`config.mk`:
```
export PLATFORM = sky130hd
export DESIGN_NAME = enemy_datapath_flat
export DESIGN_NICKNAME = d
export VERILOG_FILES = /design/src/rtl/enemy_pkg.sv /design/src/rtl/enemy_datapath_if.sv /design/src/rtl/enemy_lfsr8.sv /design/src/rtl/enemy_datapath.sv /design/src/flat_wrapper.sv
export SDC_FILE = /design/constraint.sdc
export NUM_CORES = 1
export LEC_CHECK = 0
export CAP_MARGIN = 20
export CORE_ASPECT_RATIO = 1.75
export CORE_MARGIN = 8
export CORE_UTILIZATION = 37
export CTS_BUF_LIST = sky130_fd_sc_hd__clkbuf_8
export CTS_CLUSTER_DIAMETER = 40
export DETAILED_ROUTE_END_ITERATION = 8
export SETUP_SLACK_MARGIN = 0.5
export SKIP_CTS_REPAIR_TIMING = 1
export SLEW_MARGIN = 30
export SYNTH_ARGS = -nofsm -noshare
export SYNTH_HDL_FRONTEND = slang
export SYNTH_SLANG_ARGS = --single-unit
```
`constraint.sdc`:
```
create_clock -name CLOCK -period 2.9 [get_ports CLOCK]
set_clock_uncertainty 0.05 [all_clocks]
set_input_delay 0.29 -clock CLOCK [delete_from_list [all_inputs] [get_ports CLOCK]]
set_output_delay 0.29 -clock CLOCK [all_outputs]
set_load 0.01 [all_outputs]
```
`src/rtl/enemy_pkg.sv`:
```
// Shared constants for the enemy sprite datapath: screen geometry, LFSR seed/taps, colours.
package enemy_pkg;

    localparam int SCREEN_W   = 160;
    localparam int SCREEN_H   = 120;
    localparam int SPRITE_DIM = 4;

    localparam logic [7:0] LFSR_SEED = 8'hA5;
    // Fibonacci taps 8,6,5,4 expressed as state bit positions 7,5,4,3
    localparam logic [7:0] LFSR_TAPS = 8'b1011_1000;

    localparam logic [2:0] BLACK = 3'b000;

    function automatic logic [7:0] lfsr_next(input logic [7:0] s);
        return {s[6:0], ^(s & LFSR_TAPS)};
    endfunction

endpackage

```
`src/rtl/enemy_datapath_if.sv`:
```
// Controller <-> enemy datapath bundle: strobes in, sprite state and VGA pixel writes out.
// writeEn is a one-cycle qualifier for x_out/y_out/colour_out; the adapter has no ready, so every strobed pixel is taken.
interface enemy_datapath_if;
    logic       en_reset;
    logic       loadX;
    logic       loadY;
    logic       load_colour;
    logic       load_black;
    logic       plot;
    logic       en_counter;
    logic       en_delay_counter;
    logic       reset_delay;
    logic [2:0] colour_in;

    logic [7:0] X;
    logic [6:0] Y;
    logic [3:0] cnt;
    logic [3:0] delay_cnt;
    logic [7:0] x_out;
    logic [6:0] y_out;
    logic [2:0] colour_out;
    logic       writeEn;

    modport master (
        output en_reset, loadX, loadY, load_colour, load_black, plot,
               en_counter, en_delay_counter, reset_delay, colour_in,
        input  X, Y, cnt, delay_cnt, x_out, y_out, colour_out, writeEn
    );

    modport slave (
        input  en_reset, loadX, loadY, load_colour, load_black, plot,
               en_counter, en_delay_counter, reset_delay, colour_in,
        output X, Y, cnt, delay_cnt, x_out, y_out, colour_out, writeEn
    );
endinterface

```
`src/rtl/enemy_lfsr8.sv`:
```
// 8-bit Fibonacci LFSR used for enemy X spawn positions (only built with ENEMY_LFSR_EN).
module enemy_lfsr8
    import enemy_pkg::*;
(
    input  logic       CLOCK,
    input  logic       load_seed,
    input  logic       enable,
    output logic [7:0] state
);

    always_ff @(posedge CLOCK) begin
        if (load_seed)
            state <= LFSR_SEED;
        else if (enable)
            state <= lfsr_next(state);
    end

endmodule

```
`src/rtl/enemy_datapath.sv`:
```
// Enemy sprite datapath: position/colour registers, pixel and frame-delay counters, registered VGA writes.
// Optional macro ENEMY_LFSR_EN selects pseudo-random X spawns; otherwise X steps by a fixed stride.
module enemy_datapath
    import enemy_pkg::*;
#(
    parameter int X_INIT    = 76,
    parameter int Y_TOP     = 0,
    parameter int Y_BOTTOM  = 110,
    parameter int Y_STEP    = 1,
    parameter int X_MAX     = SCREEN_W - SPRITE_DIM,
    parameter int DELAY_DIV = 250000
) (
    input  logic              CLOCK,
    input  logic              resetn,
    enemy_datapath_if.slave   bus
);

    localparam int               PW      = $clog2(DELAY_DIV);
    localparam logic [PW-1:0]    PS_LAST = PW'(DELAY_DIV - 1);
    localparam int               X_STRIDE = 37;

    logic [7:0]    x_q;
    logic [6:0]    y_q;
    logic [2:0]    colour_q;
    logic [3:0]    cnt_q;
    logic [3:0]    dly_q;
    logic [PW-1:0] prescale_q;
    logic [7:0]    x_pix_q;
    logic [6:0]    y_pix_q;
    logic [2:0]    colour_pix_q;
    logic          wr_q;

    logic          clear;
    logic [7:0]    x_spawn;
    logic [6:0]    y_next;

    // en_reset behaves like resetn for every register except the LFSR
    assign clear = !resetn || bus.en_reset;

`ifdef ENEMY_LFSR_EN
    logic [7:0] lfsr_q;

    enemy_lfsr8 u_lfsr (
        .CLOCK     (CLOCK),
        .load_seed (!resetn),
        .enable    (1'b1),
        .state     (lfsr_q)
    );

    always_comb begin
        x_spawn = lfsr_q;
        if (lfsr_q > 8'(X_MAX))
            x_spawn = lfsr_q - 8'd128;
    end
`else
    logic [8:0] x_sum;

    always_comb begin
        x_sum   = {1'b0, x_q} + 9'(X_STRIDE);
        x_spawn = x_sum[7:0];
        if (x_sum > 9'(X_MAX))
            x_spawn = 8'(x_sum - 9'(X_MAX + 1));
    end
`endif

    always_comb begin
        y_next = y_q + 7'(Y_STEP);
        if (y_q >= 7'(Y_BOTTOM))
            y_next = 7'(Y_TOP);
    end

    always_ff @(posedge CLOCK) begin
        if (clear) begin
            x_q      <= 8'(X_INIT);
            y_q      <= 7'(Y_TOP);
            colour_q <= BLACK;
            cnt_q    <= 4'd0;
        end else begin
            if (bus.loadX)
                x_q <= x_spawn;
            if (bus.loadY)
                y_q <= y_next;
            if (bus.load_black)
                colour_q <= BLACK;
            else if (bus.load_colour)
                colour_q <= bus.colour_in;
            if (bus.en_counter)
                cnt_q <= cnt_q + 4'd1;
        end
    end

    // Prescaler divides CLOCK down to one delay tick; delay_cnt saturates so the controller can sit in DONE
    always_ff @(posedge CLOCK) begin
        if (clear || !bus.reset_delay) begin
            prescale_q <= '0;
            dly_q      <= 4'd0;
        end else if (bus.en_delay_counter) begin
            if (prescale_q == PS_LAST) begin
                prescale_q <= '0;
                if (dly_q != 4'd15)
                    dly_q <= dly_q + 4'd1;
            end else begin
                prescale_q <= prescale_q + 1'b1;
            end
        end
    end

    // One-stage pixel pipeline: the write for cnt=k lands the cycle after the plot cycle
    always_ff @(posedge CLOCK) begin
        if (clear) begin
            x_pix_q      <= 8'd0;
            y_pix_q      <= 7'd0;
            colour_pix_q <= BLACK;
            wr_q         <= 1'b0;
        end else begin
            x_pix_q      <= x_q + {6'd0, cnt_q[1:0]};
            y_pix_q      <= y_q + {5'd0, cnt_q[3:2]};
            colour_pix_q <= colour_q;
            wr_q         <= bus.plot;
        end
    end

    assign bus.X          = x_q;
    assign bus.Y          = y_q;
    assign bus.cnt        = cnt_q;
    assign bus.delay_cnt  = dly_q;
    assign bus.x_out      = x_pix_q;
    assign bus.y_out      = y_pix_q;
    assign bus.colour_out = colour_pix_q;
    assign bus.writeEn    = wr_q;

endmodule

```
`src/flat_wrapper.sv`:
```
// flat-port wrapper written by rule: the top's interface ports become plain ports
module enemy_datapath_flat import enemy_pkg::*;
#(
    parameter int X_INIT    = 76,
    parameter int Y_TOP     = 0,
    parameter int Y_BOTTOM  = 110,
    parameter int Y_STEP    = 1,
    parameter int X_MAX     = SCREEN_W - SPRITE_DIM,
    parameter int DELAY_DIV = 250000
)
  (CLOCK, resetn, bus_en_reset, bus_loadX, bus_loadY, bus_load_colour, bus_load_black, bus_plot, bus_en_counter, bus_en_delay_counter, bus_reset_delay, bus_colour_in, bus_X, bus_Y, bus_cnt, bus_delay_cnt, bus_x_out, bus_y_out, bus_colour_out, bus_writeEn);
  enemy_datapath_if bus_i ();
  input  logic CLOCK;
  input  logic resetn;
  input wire logic [$bits(bus_i.en_reset)-1:0] bus_en_reset;
  input wire logic [$bits(bus_i.loadX)-1:0] bus_loadX;
  input wire logic [$bits(bus_i.loadY)-1:0] bus_loadY;
  input wire logic [$bits(bus_i.load_colour)-1:0] bus_load_colour;
  input wire logic [$bits(bus_i.load_black)-1:0] bus_load_black;
  input wire logic [$bits(bus_i.plot)-1:0] bus_plot;
  input wire logic [$bits(bus_i.en_counter)-1:0] bus_en_counter;
  input wire logic [$bits(bus_i.en_delay_counter)-1:0] bus_en_delay_counter;
  input wire logic [$bits(bus_i.reset_delay)-1:0] bus_reset_delay;
  input wire logic [$bits(bus_i.colour_in)-1:0] bus_colour_in;
  output wire logic [$bits(bus_i.X)-1:0] bus_X;
  output wire logic [$bits(bus_i.Y)-1:0] bus_Y;
  output wire logic [$bits(bus_i.cnt)-1:0] bus_cnt;
  output wire logic [$bits(bus_i.delay_cnt)-1:0] bus_delay_cnt;
  output wire logic [$bits(bus_i.x_out)-1:0] bus_x_out;
  output wire logic [$bits(bus_i.y_out)-1:0] bus_y_out;
  output wire logic [$bits(bus_i.colour_out)-1:0] bus_colour_out;
  output wire logic [$bits(bus_i.writeEn)-1:0] bus_writeEn;
  assign bus_i.en_reset = bus_en_reset;
  assign bus_i.loadX = bus_loadX;
  assign bus_i.loadY = bus_loadY;
  assign bus_i.load_colour = bus_load_colour;
  assign bus_i.load_black = bus_load_black;
  assign bus_i.plot = bus_plot;
  assign bus_i.en_counter = bus_en_counter;
  assign bus_i.en_delay_counter = bus_en_delay_counter;
  assign bus_i.reset_delay = bus_reset_delay;
  assign bus_i.colour_in = bus_colour_in;
  assign bus_X = bus_i.X;
  assign bus_Y = bus_i.Y;
  assign bus_cnt = bus_i.cnt;
  assign bus_delay_cnt = bus_i.delay_cnt;
  assign bus_x_out = bus_i.x_out;
  assign bus_y_out = bus_i.y_out;
  assign bus_colour_out = bus_i.colour_out;
  assign bus_writeEn = bus_i.writeEn;
  enemy_datapath #(.X_INIT(X_INIT), .Y_TOP(Y_TOP), .Y_BOTTOM(Y_BOTTOM), .Y_STEP(Y_STEP), .X_MAX(X_MAX), .DELAY_DIV(DELAY_DIV)) u_core (.CLOCK(CLOCK), .resetn(resetn), .bus(bus_i));
endmodule
```
==> results_dict.tcl <==
set metrics [dict create \
    outcome "finished clean" \
    syn_area_um2 3290 \
    slew_viol_final 0 \
    cpMostUsedCell "mux2i_1" \
    synth_edf_count 0 \
    path_max_fanout 10 \
    antenna_cells 0 \
    wire_per_inst_um 15.8 \
    ys_seq_elements 63 \
    fin_util_pct 48.7 \
    grt_pass1_wl_um 14100 \
    final_layout_size_suffix_gt1_share_pct 12.2 \
    worstHoldPathType "flip-flop to flip-flop" \
    clkTransAtPathRegs_ns 0.08 \
    stdcell_count 552 \
    yosysSeqAreaShare_pct 38.4 \
    cts_root_buf "clkbuf_8" \
    yosysWarnings 0 \
    final_nets 457 \
    hpwl_um 6740 \
    p_per_area_nw_per_um2 469 \
    startpoint_type "flip-flop" \
    max_cap_viol_count 0 \
    cts.sinks 63 \
    drc 0 \
    portBuffers 55 \
    synth_nets 399 \
    async_reset_ff_share_pct 0 \
    antenna_left 0 \
    grt_antenna_before_repair 0 \
    path_cells "buf_4 > ha_4 > or4b_1 > a21o_1 > o211a_4 > a221oi_4 > mux2i_1 > mux2i_1" \
    drt-total-wl_um 8700 \
    p_leak_nw 1.50 \
    placed_cells 536 \
    syn_to_final_growth_pct 28.5 \
    initial_utilization_pct 37.9 \
    grt_start_max_net_pins 19 \
    yosysUniqueCellTypes 63 \
    die_w_um 87.2 \
    cp.required_ns 3.13 \
    max_freq_ghz 0.433 \
    vdd_ir_drop_max_mv 0.188 \
    cts_tree "yes" \
    period_share_pct 79.7 \
    rsz0062_at_grt "yes" \
    critical_path_buf_inv_count 1 \
    io_pins 56 \
    relSlewSlack_pct 46.2 \
    syn_area_per_cell_um2 8.83 \
    synth_ff_type "dfxtp_1" \
    worst_slack_ns 0.588 \
    drt_iter0_drc 193 \
    track_usage_pct 14.9 \
    clockBufferDepth 2 \
    rows 45 \
    tns_ns 0 \
    met1_usage_pct 13.5 \
    hold_viol_final 0 \
    avgViaCountPerCell 5.16 \
    grt_pass1_vias 2971 \
    dp_slack_ns 0.500 \
    grt_use_met2_pct 27.5 \
    vias 2851 \
    drtPass1Iterations 7 \
    gp_congestion 0.924 \
    busiest_layer "met2" \
    die-area_um2 12300 \
    fin_crit_ns 2.31 \
    use_met3_pct 3.26 \
    htreeDepth 3 \
    crit_slowest_cell "or4b_1" \
    tightest_slew_ns 0.807 \
    cp-end-kind "flip-flop" \
    critical_path_arrival_ns 2.54 \
    critPathTopFamily "compound AO/OA/AOI/OAI gates" \
    worstSkewPairLatency_ns 0.35 \
    fp.dieH_um 141 \
    cts_buffers 9 \
    crit_type "flip-flop to flip-flop" \
    finalSetupViolations 0 \
    crit_path_max_incr_delay_ns 0.47 \
    core-area_um2 8670 \
    postSynthCellCount 372 \
    grt-ovfl-total 0 \
]
cell usage in the layout, fill, tap and decap left out, drive strengths merged, types with 2 or more instances in the layout:
cell	synthesis	routed
dfxtp	63	63
clkdlybuf4s50	0	55
nor2	54	54
nand2	31	31
xor2	19	19
xnor2	16	16
a21oi	16	16
o21ai	14	14
inv	13	13
nand4	11	11
mux2i	11	11
buf	9	11
ha	11	11
nand3	9	9
nor3	9	9
clkbuf	10	9
or3	8	8
and2	7	7
nor2b	4	4
and3	4	4
o211ai	4	4
or2	4	4
a31oi	3	3
o211a	3	3
or4b	3	3
a21o	3	3
clkinv	0	3
nor4b	2	2
nand3b	2	2
a21boi	2	2
o31ai	2	2
fa	2	2
bufinv	0	2
clkinvlp	0	2
o22ai	2	2
a211o	2	2
a221oi	2	2
a2111oi	2	2
a31o	2	2
final cells by class:
class	instances	area (µm²)
sequential	63	1260
fill	878	4450
tap	117	146
clock inverter	7	97.6
clock buffer	9	124
multi-input combinational	277	1910
inverter	13	48.8
timing repair buffer	66	637
worst paths after layout:
check	from	endpoint	slack, ns	cells after the start
worst max-delay path	u_core.bus.X[1]$_SDFFE_PP0P_	u_core.bus.X[5]$_SDFFE_PP0P_	0.59	8
worst min-delay path	u_core.colour_q[2]$_SDFFE_PP0P_	u_core.bus.colour_out[2]$_SDFF_PP0_	0.41	1
worst max register to register	u_core.bus.X[1]$_SDFFE_PP0P_	u_core.bus.X[5]$_SDFFE_PP0P_	0.59	8
worst min register to register	u_core.colour_q[2]$_SDFFE_PP0P_	u_core.bus.colour_out[2]$_SDFF_PP0_	0.41	1
synth_stat cells, types with 3 or more instances:
cell type  number  area (µm²)
nor2b_1         4        25.0
buf_2           4        20.0
buf_6           4        45.0
nand2_1        30         113
or3_1           8        50.1
o211ai_1        4        30.0
and2_1          7        43.8
nand4_1        11        68.8
xor2_1         19         166
mux2i_1        11         110
a21oi_1        15        75.1
and3_1          4        25.0
nor3_1          9        45.0
inv_1          13        48.8
o21ai_0        13        65.1
nand3_1         9        45.0
ha_1           11         138
clkbuf_1        8        30.0
nor2_1         54         203
a31oi_1         3        18.8
dfxtp_1        63        1260
xnor2_1        16         140
where the power goes:
part	internal, mW	switching, mW	total, mW	leakage [nW]
logic	0.110	0.126	0.236	0.883
registers	0.879	0.0203	0.900	0.510
clock network	0.484	0.362	0.847	0.105
total	1.47	0.509	1.98	1.50
registers in the layout (all words and copies together) (netlist names):
signal / cells
u_core.prescale_q: 18
u_core.bus.writeEn: 1
u_core.colour_q: 3
u_core.bus.delay_cnt: 4
u_core.bus.y_out: 7
u_core.bus.X: 8
u_core.bus.Y: 7
u_core.bus.cnt: 4
u_core.bus.x_out: 8
u_core.bus.colour_out: 3
logic make-up after synthesis:
kind of cell | synth area share, %
XOR/XNOR | 9.33
multiplexers | 3.69
AO/OA/AOI/OAI | 14.1
adder cells (fa/ha/maj) | 5.41
buffers and inverters | 5.33
AND/OR/NAND/NOR | 23.7
flip-flops | 38.4
per-stage QoR:
stage	hold slack, ns	area (µm²)	power [mW]
2_1_floorplan	0.319	3290	1.05
3_3_place_gp	0.383	3940	1.14
3_5_place_dp	0.392	3940	1.14
4_1_cts	0.410	4160	2.00
5_1_grt	0.423	4220	2.06
6_report	0.405	4220	1.98
metal layers:
metal	wire, µm	vias to the layer above
li1	-	1406
met1	3050	1353
met2	4880	67
met3	362	25
met4	403	0
met5	0	-
No activity file was read; power rests on OpenSTA's default activity.
==> variant: new RTL, same flow settings <==
The option `ENEMY_LFSR_EN` is turned on by a define.
--- a/src/rtl/enemy_datapath.sv
+++ b/src/rtl/enemy_datapath.sv
@@ -1,4 +1,6 @@
 // Enemy sprite datapath: position/colour registers, pixel and frame-delay counters, registered VGA writes.
 // Optional macro ENEMY_LFSR_EN selects pseudo-random X spawns; otherwise X steps by a fixed stride.
+`define ENEMY_LFSR_EN
+
 module enemy_datapath
     import enemy_pkg::*;
Formal check against the unedited RTL: not equivalent (a bounded check fails within 4 cycles, from zero or initial values and one cycle with resetn low).
==> variant against the original RTL <==
  * Routed wire length fell by 22%
  * Critical path depth down 4
  * Area after synthesis down 9.4%
  * Combinational power is 50% lower
  * Sequential share of layout area grew 7.2 points
  * Total power shrank 0.23%
  * Sequential cell count is 8 higher
  * Setup slack improved by 0.12 ns
  * First-iteration DRC count shrank 66%
  * Cell area is 9.2% lower
  * Highest routed layer unchanged
==> variant: results (changes against the original RTL) <==
- Top cells by area, synth: dfxtp_1, xnor2_1, nor2_1 (was dfxtp_1, nor2_1, xor2_1)
- Synth Area in Compound Gates: 4.79% (was 14.1%)
- Slew @ Worst Pin: 0.622 ns (was 0.807 ns)
- # port buffers: 55 (unchanged)
- Final #Nets: 394 (was 457)
- Largest net degree at the start of global routing: 27 (was 19)
- Adder-cell share of the synthesized area: 5.55% (was 5.41%)
- Syn avg cell area: 9.61 µm² (was 8.83 µm²)
- Max IR drop VDD: 0.000278 V (was 0.000188 V)
- Clock latency on the worst-skew pair: 0.34 ns
- FF-to-FF Start: u_core.prescale_q[4] (was u_core.bus.X[1])
- Post-synth top cells: dfxtp_1, nor2_1, nand2_1 (unchanged)
- Setup slack at placement: 0.572 ns (was 0.500 ns)
- First-pass GRT wire length: 10900 µm (was 14100 µm)
- HPWL after DPL: 5060 µm (was 6740 µm)
- Final setup margin: 0.710 ns (was 0.588 ns)
- Drt total wl: 6790 µm (was 8700 µm)
- Post-synth top flop: dfxtp_1 (unchanged)
- Count of different cell masters after synthesis: 40 (was 63)
- DR iter-0 viols: 66 (was 193)
- Final Wtd Congestion: 0.786 (was 0.924)
- Hold Startpoint: u_core.u_lfsr.state[6] (was u_core.colour_q[2])
- DRT Pass-1 Iters: 4 (was 7)
- Internal power: 1.56 mW (was 1.47 mW)
- Crit-path max FO: 6 (was 10)
- CP endpoint: u_core.bus.delay_cnt[1] (was u_core.bus.X[5])
- Worst path max stage delay: 0.66 ns (was 0.47 ns)
- CP Launch Point: u_core.prescale_q[4] (was u_core.bus.X[1])
- GRT Overall Usage: 12.0% (was 14.9%)
- Synth Area in XOR/XNOR: 10.3% (was 9.33%)
- End of the worst hold path: u_core.u_lfsr.state[7] (was u_core.bus.colour_out[2])
- Via count: 2296 (was 2851)
- Antenna Nets Post-Route: 0 (unchanged)
- Layout cells sized above 1: 6.72% (was 12.2%)
- Post-DR vias/cell: 4.97 (was 5.16)
- Cell family with most CP delay: simple AND/OR/NAND/NOR gates (was compound AO/OA/AOI/OAI gates)
- Initial antenna violation count: 0 (unchanged)
- LEAKAGE: 1.40 nW (was 1.50 nW)
- R2R depth: 4 (was 8)
- Syn Nets: 336 (was 399)
- Synth warn: 0 (unchanged)
- Worst hold slack: 0.390 ns (was 0.405 ns)
- Seq/Total Area, Yosys: 47.7% (was 38.4%)
- Status: finished clean (unchanged)
- Placed Cells: 446 (was 536)
- Multiplexer share of the synthesized area: 4.37% (was 3.69%)
- Area post-placement: 3600 µm² (was 3940 µm²)
- Worst-path cell with the longest stage delay: or4_1 (was or4b_1)
==> variant: cell types whose count changed after synthesis, moves of 7 or more <==
cell / change
nor2_1: -13
a21oi_1: -9
o21ai_0: -9
dfxtp_1: +8
nand2_1: -7
or3_1: -7
==> variant: final cells by class <==
type / instances / area [µm²]
repair buffers: 59 / 593
well taps: 90 / 113
multi-input cells: 219 / 1470
flip-flops and latches: 71 / 1420
clock buffers: 10 / 138
clock inverters: 5 / 73.8
fillers: 745 / 4020
inverters: 8 / 30.0
==> variant: per-layer routing <==
layer  global-route usage [%]  wire (µm)  up-vias
met1                     11.6       2750     1075
li1                         -          -     1164
met5                        0          0        -
met2                     21.5       3600       47
met3                     3.62        265       10
met4                     7.43        173        0
==> variant: power groups by stage <==
stage               Combinational (mW)  Sequential [mW]  Clock (mW)
floorplan                       0.0544             1.04           0
global placement                 0.116             1.04           0
detailed placement               0.118             1.04           0
CTS                              0.118             1.02       0.870
global route                     0.130             1.02       0.912
finish                           0.118             1.02       0.843
